## config.mk

```make
export PLATFORM = sky130hd
export DESIGN_NAME = complex_mul_seq
export DESIGN_NICKNAME = d
export VERILOG_FILES = /design/src/rtl/complex_mul_pkg.sv /design/src/rtl/vedic8.sv /design/src/rtl/complex_mul_seq.sv
export SDC_FILE = /design/constraint.sdc
export NUM_CORES = 1
export LEC_CHECK = 0
export ABC_AREA = 1
export BUFFER_PORTS_ARGS = -buffer_cell sky130_fd_sc_hd__buf_2
export CORE_MARGIN = 10
export CORE_UTILIZATION = 35
export DETAILED_ROUTE_END_ITERATION = 6
export HOLD_SLACK_MARGIN = 0.06
export MAX_ROUTING_LAYER = met4
export PLACE_DENSITY_LB_ADDON = 0.1
export SLEW_MARGIN = 10
export SYNTH_ARGS = -nofsm -noshare
export SYNTH_HDL_FRONTEND = slang
export SYNTH_HIERARCHICAL = 1
export SYNTH_SLANG_ARGS = --single-unit
```

## constraint.sdc

```tcl
create_clock -name clk -period 7.6 [get_ports clk]
set_input_delay 0.76 -clock clk [delete_from_list [all_inputs] [get_ports clk]]
set_output_delay 0.76 -clock clk [all_outputs]
set_load 0.1 [all_outputs]
```

## src/rtl/complex_mul_pkg.sv

```systemverilog
// Shared types and constants for the sequential complex multiplier.
package complex_mul_pkg;

    localparam int OP_W    = 8;
    localparam int PROD_W  = 16;
    localparam int RES_W   = 18;
    localparam int N_STEPS = 4;
    localparam int STEP_W  = $clog2(N_STEPS);

    typedef enum logic [1:0] {
        IDLE = 2'd0,
        MUL  = 2'd1,
        DONE = 2'd2
    } state_e;

    typedef struct packed {
        logic [OP_W-1:0] ar;
        logic [OP_W-1:0] ai;
        logic [OP_W-1:0] br;
        logic [OP_W-1:0] bi;
    } operands_t;

    // Products are unsigned, so widening to the accumulator width is a zero-extend.
    function automatic logic [RES_W-1:0] zext_prod(input logic [PROD_W-1:0] p);
        return {{(RES_W-PROD_W){1'b0}}, p};
    endfunction

endpackage

```

## src/rtl/vedic8.sv

```systemverilog
// 8x8 unsigned multiplier built from four 4x4 partial products (Vedic
// vertical-and-crosswise arrangement). Purely combinational.
module vedic8 (
    input  logic [7:0]  a,
    input  logic [7:0]  b,
    output logic [15:0] p
);

    logic [7:0] ll;
    logic [7:0] lh;
    logic [7:0] hl;
    logic [7:0] hh;

    assign ll = {4'b0, a[3:0]} * {4'b0, b[3:0]};
    assign lh = {4'b0, a[3:0]} * {4'b0, b[7:4]};
    assign hl = {4'b0, a[7:4]} * {4'b0, b[3:0]};
    assign hh = {4'b0, a[7:4]} * {4'b0, b[7:4]};

    // Vertical terms sit side by side; the two crosswise terms land at bit 4.
    // The true product fits in 16 bits, so the sum cannot carry out.
    assign p = {hh, ll} + {4'b0, lh, 4'b0} + {4'b0, hl, 4'b0};

endmodule

```

## src/rtl/complex_mul_seq.sv

```systemverilog
// Sequential complex multiplier: one shared 8x8 multiplier is stepped through
// the four partial products, accumulating into signed 18-bit re/im registers.
// CONJ_B=1 computes a*conj(b) instead of a*b.
module complex_mul_seq
    import complex_mul_pkg::*;
#(
    parameter bit CONJ_B = 1'b0
) (
    input  logic             clk,
    input  logic             rst_n,
    input  logic             in_valid,
    output logic             in_ready,
    input  logic [OP_W-1:0]  ar,
    input  logic [OP_W-1:0]  ai,
    input  logic [OP_W-1:0]  br,
    input  logic [OP_W-1:0]  bi,
    output logic             out_valid,
    input  logic             out_ready,
    output logic [RES_W-1:0] re,
    output logic [RES_W-1:0] im
);

    localparam logic [STEP_W-1:0] LAST_STEP = STEP_W'(N_STEPS - 1);

    state_e            state_q, state_d;
    logic [STEP_W-1:0] step_q, step_d;
    operands_t         ops_q, ops_d;
    logic [RES_W-1:0]  re_q, re_d;
    logic [RES_W-1:0]  im_q, im_d;

    logic [OP_W-1:0]   mul_a;
    logic [OP_W-1:0]   mul_b;
    logic [PROD_W-1:0] prod;
    logic [RES_W-1:0]  prod_x;

    // Select the multiplier operands for the current step.
    always_comb begin
        mul_a = ops_q.ar;
        mul_b = ops_q.br;
        unique case (step_q)
            2'd0: begin mul_a = ops_q.ar; mul_b = ops_q.br; end
            2'd1: begin mul_a = ops_q.ai; mul_b = ops_q.bi; end
            2'd2: begin
                mul_a = CONJ_B ? ops_q.ai : ops_q.ar;
                mul_b = CONJ_B ? ops_q.br : ops_q.bi;
            end
            2'd3: begin
                mul_a = CONJ_B ? ops_q.ar : ops_q.ai;
                mul_b = CONJ_B ? ops_q.bi : ops_q.br;
            end
            default: ;
        endcase
    end

    vedic8 u_mul (
        .a (mul_a),
        .b (mul_b),
        .p (prod)
    );

    assign prod_x = zext_prod(prod);

    // Next-state, handshake outputs and the single accumulate stage.
    // NOTE: every signal gets a default first so no path leaves it unassigned,
    // which would otherwise infer a latch.
    always_comb begin
        state_d   = state_q;
        step_d    = step_q;
        ops_d     = ops_q;
        re_d      = re_q;
        im_d      = im_q;
        in_ready  = 1'b0;
        out_valid = 1'b0;

        unique case (state_q)
            IDLE: begin
                in_ready = 1'b1;
                if (in_valid) begin
                    state_d = MUL;
                    step_d  = '0;
                    ops_d   = '{ar: ar, ai: ai, br: br, bi: bi};
                end
            end

            MUL: begin
                step_d = step_q + 1'b1;
                unique case (step_q)
                    2'd0: re_d = prod_x;
                    2'd1: re_d = CONJ_B ? re_q + prod_x : re_q - prod_x;
                    2'd2: im_d = prod_x;
                    2'd3: im_d = CONJ_B ? im_q - prod_x : im_q + prod_x;
                    default: ;
                endcase
                if (step_q == LAST_STEP) begin
                    state_d = DONE;
                end
            end

            DONE: begin
                out_valid = 1'b1;
                in_ready  = out_ready;
                if (out_ready) begin
                    if (in_valid) begin
                        // Back-to-back: hand off the result and start the next one.
                        state_d = MUL;
                        step_d  = '0;
                        ops_d   = '{ar: ar, ai: ai, br: br, bi: bi};
                    end else begin
                        state_d = IDLE;
                    end
                end
            end

            default: state_d = IDLE;
        endcase
    end

    // State, step counter, operand latch and result registers.
    // NOTE: sequential state uses non-blocking assignments so every flop
    // samples the pre-edge values regardless of statement order.
    // NOTE: the result and operand registers are reset too, so re/im read 0
    // after reset rather than an unknown value.
    always_ff @(posedge clk or negedge rst_n) begin
        if (!rst_n) begin
            state_q <= IDLE;
            step_q  <= '0;
            ops_q   <= '0;
            re_q    <= '0;
            im_q    <= '0;
        end else begin
            state_q <= state_d;
            step_q  <= step_d;
            ops_q   <= ops_d;
            re_q    <= re_d;
            im_q    <= im_d;
        end
    end

    assign re = re_q;
    assign im = im_q;

endmodule

```

==> flow_metrics.env <==
export IMPL_outcome="finished, final reports clean"
export IMPL_antenna_diode_count=0
export IMPL_wl_microns=21000
export IMPL_maxCapViolCount=0
export IMPL_relSlewSlack=0.451
export IMPL_cts_resized_gates=0
export IMPL_grt_ovfl_total=0
export IMPL_finalClockSkew_ns=0.00982
export IMPL_h_tree_depth=3
export IMPL_use_met3=0.0207
export IMPL_critPathRequiredTime_ns=7.84
export IMPL_portBuffers=73
export IMPL_dp_hpwl_microns=17200
export IMPL_ys_flop_type="dfrtp_1"
export IMPL_die_h_microns=171
export IMPL_worstMarginPinSlew_ns=0.821
export IMPL_reg2reg_slack_ns=0.71
export IMPL_setup_tns_ns=0
export IMPL_crit_fanout=8
export IMPL_clkLatencyLatePin_ns=0.35
export IMPL_die_w_microns=171
export IMPL_synth_edff_count=0
export IMPL_grt_start_max_net_pins=55
export IMPL_grt_pass1_vias=6894
export IMPL_rsz0062_at_grt="no"
export IMPL_grt_use_met1=0.216
export IMPL_grt_usage=0.154
export IMPL_cts_sinks=72
export IMPL_clk_pin_slew_ns=0.07
export IMPL_viasPerCell=4.69
export IMPL_cp_end_kind="flop"
export IMPL_numCtsBuffers=9
export IMPL_postRouteAntennaNets=0
export IMPL_slew_viol_final=0
export IMPL_fillers=2408
export IMPL_cts_buffer_depth=2
export IMPL_critPathMostFrequentCell="nand2_1"
export IMPL_cts_tree="done"
export IMPL_ctsHoldBuffers=0
export IMPL_core_area_sq_um=22500
export IMPL_critPathArrivalTime_ns=7.13
export IMPL_gp_congestion=0.844
export IMPL_antenna_found_initial=0
export IMPL_setup_viol=0
export IMPL_ys_ff_latch=72
export IMPL_die_area_sq_um=29100
export IMPL_syn_instance_count=1127
export IMPL_worst_setup_path_type="reg2reg"
export IMPL_wl_per_cell_microns=14.3
export IMPL_area_growth_pct=11.9
export IMPL_route_detailed_drc=0
export IMPL_startpoint_type="flop"
export IMPL_ys_types=44
export IMPL_finalHoldViolations=0
export IMPL_grt_util_met2=0.232
export IMPL_syn_area_sq_um=7940
export IMPL_min_period_ns=6.89
export IMPL_top_usage_layer="met2"
export IMPL_pin_count=74
export IMPL_start_util=0.353
export IMPL_synth_seq_area_share=0.227
export IMPL_cp_slowest_stage_delay_ns=0.54
export IMPL_drt_first_pass_iters=5
export IMPL_synth_warnings=6
export IMPL_hp_class="in2async"
export IMPL_async_flop_share=1.00
export IMPL_fin_crit_sh=0.907
export IMPL_grt_pass1_wl_microns=35300
export IMPL_cts_setup_buffers=0
export IMPL_ctsRootBufferMaster="clkbuf_16"
export IMPL_layout_nets=1339
export IMPL_drtIter0Drc=414
export IMPL_synth_area_per_cell_sq_um=7.04
export IMPL_vias=6919
export IMPL_rows=55
export IMPL_layout_drive_gt1_share=0.118
export IMPL_fmax_ghz=0.145
export IMPL_cp_slowest_cell="fa_1"
export IMPL_synth_nets=1282
cell usage after synthesis (3+ instances only):
cell type / instances / area (sq um)
dfrtp_1: 72 / 1800
fa_1: 27 / 541
nand3_1: 58 / 290
xor2_1: 14 / 123
a21oi_2: 10 / 87.6
inv_2: 7 / 26.3
nand2_2: 4 / 25.0
buf_6: 3 / 33.8
ha_1: 92 / 1150
nand4_1: 9 / 56.3
nand3b_1: 3 / 22.5
buf_4: 3 / 22.5
inv_1: 199 / 747
nor2_1: 51 / 191
a31oi_1: 6 / 37.5
o21ai_0: 21 / 105
mux2_2: 13 / 146
o21ai_1: 9 / 45.0
a21boi_0: 6 / 45.0
and2_1: 3 / 18.8
buf_2: 5 / 25.0
a21o_1: 3 / 22.5
a21oi_1: 49 / 245
o21a_1: 3 / 22.5
o211ai_1: 3 / 22.5
xnor2_1: 12 / 105
nor3_1: 5 / 25.0
or2_1: 3 / 18.8
nand2_1: 370 / 1390
mux2_1: 26 / 293
clkbuf_1: 19 / 71.3
critical path: cells and delay by family (launching register included):
family | cells | cell delay, ns
xor+xnor | 2 | 0.39
compound gates | 5 | 0.95
flops | 1 | 0.37
mux | 1 | 0.39
fa+ha+maj | 8 | 3.12
simple gates | 11 | 1.23
buf+inv | 4 | 0.34
final cells by class:
class | instances | area (sq um) | share of cell area
clock buffer | 11 | 243 | 0.0273
timing repair buffer | 77 | 398 | 0.0448
sequential | 72 | 1800 | 0.203
clock inverter | 5 | 104 | 0.0117
multi-input combinational | 816 | 5190 | 0.585
inverter | 208 | 786 | 0.0885
tap | 285 | 357 | 0.0401
metrics by stage:
stage	cell area (sq um)	hold slack (ns)	utilization	cells	setup WS, ns
final	8880	0.277	0.395	1474	0.709
after global routing	8880	0.287	0.395	1474	0.0424
after CTS	8880	0.274	0.395	1474	0.654
after detailed placement	8540	0.479	0.379	1458	0.678
after global placement	8540	0.471	0.379	1458	0.691
after floorplan	7940	0.459	-	1127	1.38
cell usage in the layout (no fill, tap or decap), types with 4 or more instances in the layout:
cell type / netlist / layout
nand2_1: 370 / 370
inv_1: 199 / 199
ha_1: 92 / 92
dfrtp_1: 72 / 72
buf_2: 5 / 72
nand3_1: 58 / 58
nor2_1: 51 / 51
a21oi_1: 49 / 49
fa_1: 27 / 27
mux2_1: 26 / 26
o21ai_0: 21 / 21
xor2_1: 14 / 14
mux2_2: 13 / 13
xnor2_1: 12 / 12
a21oi_2: 10 / 10
nand4_1: 9 / 9
o21ai_1: 9 / 9
clkbuf_16: 0 / 9
inv_2: 7 / 7
a21boi_0: 6 / 6
a31oi_1: 6 / 6
nor3_1: 5 / 5
buf_4: 3 / 5
nand2_2: 4 / 4
worst paths after layout:
kind                        endpoint      start  depth (start not counted)
max                           re[14]  step_q[1]                         31
min                           re[16]      rst_n                          1
max reg2reg                   re[14]  step_q[1]                         31
min reg2reg                ops_q[16]  ops_q[16]                          1
max in group asynchronous  ops_q[30]      rst_n                          2
min in group clk           ops_q[16]  ops_q[16]                          1
metal layers:
metal / wire length (microns) / up-vias
met3: 787 / 9
met5: 0 / -
met2: 9060 / 114
li1: - / 3637
met4: 165 / 0
met1: 11000 / 3159
registers in the layout, indices dropped and copies added (netlist names):
name,flops
state_q,2
ops_q,32
re,18
step_q,2
im,18
kinds of logic after synthesis:
| logic type | count (synthesis) | synth area share |
|---|---|---|
| flip-flops | 72 | 0.227 |
| AND/OR/NAND/NOR | 516 | 0.271 |
| XOR/XNOR | 26 | 0.0287 |
| AO/OA/AOI/OAI | 116 | 0.0865 |
| multiplexers | 39 | 0.0553 |
| buffers and inverters | 239 | 0.119 |
| adder cells (fa/ha/maj) | 119 | 0.213 |
Power is not shown: default switching activity piles up to over one toggle a cycle in this logic, so the estimate is an artifact.
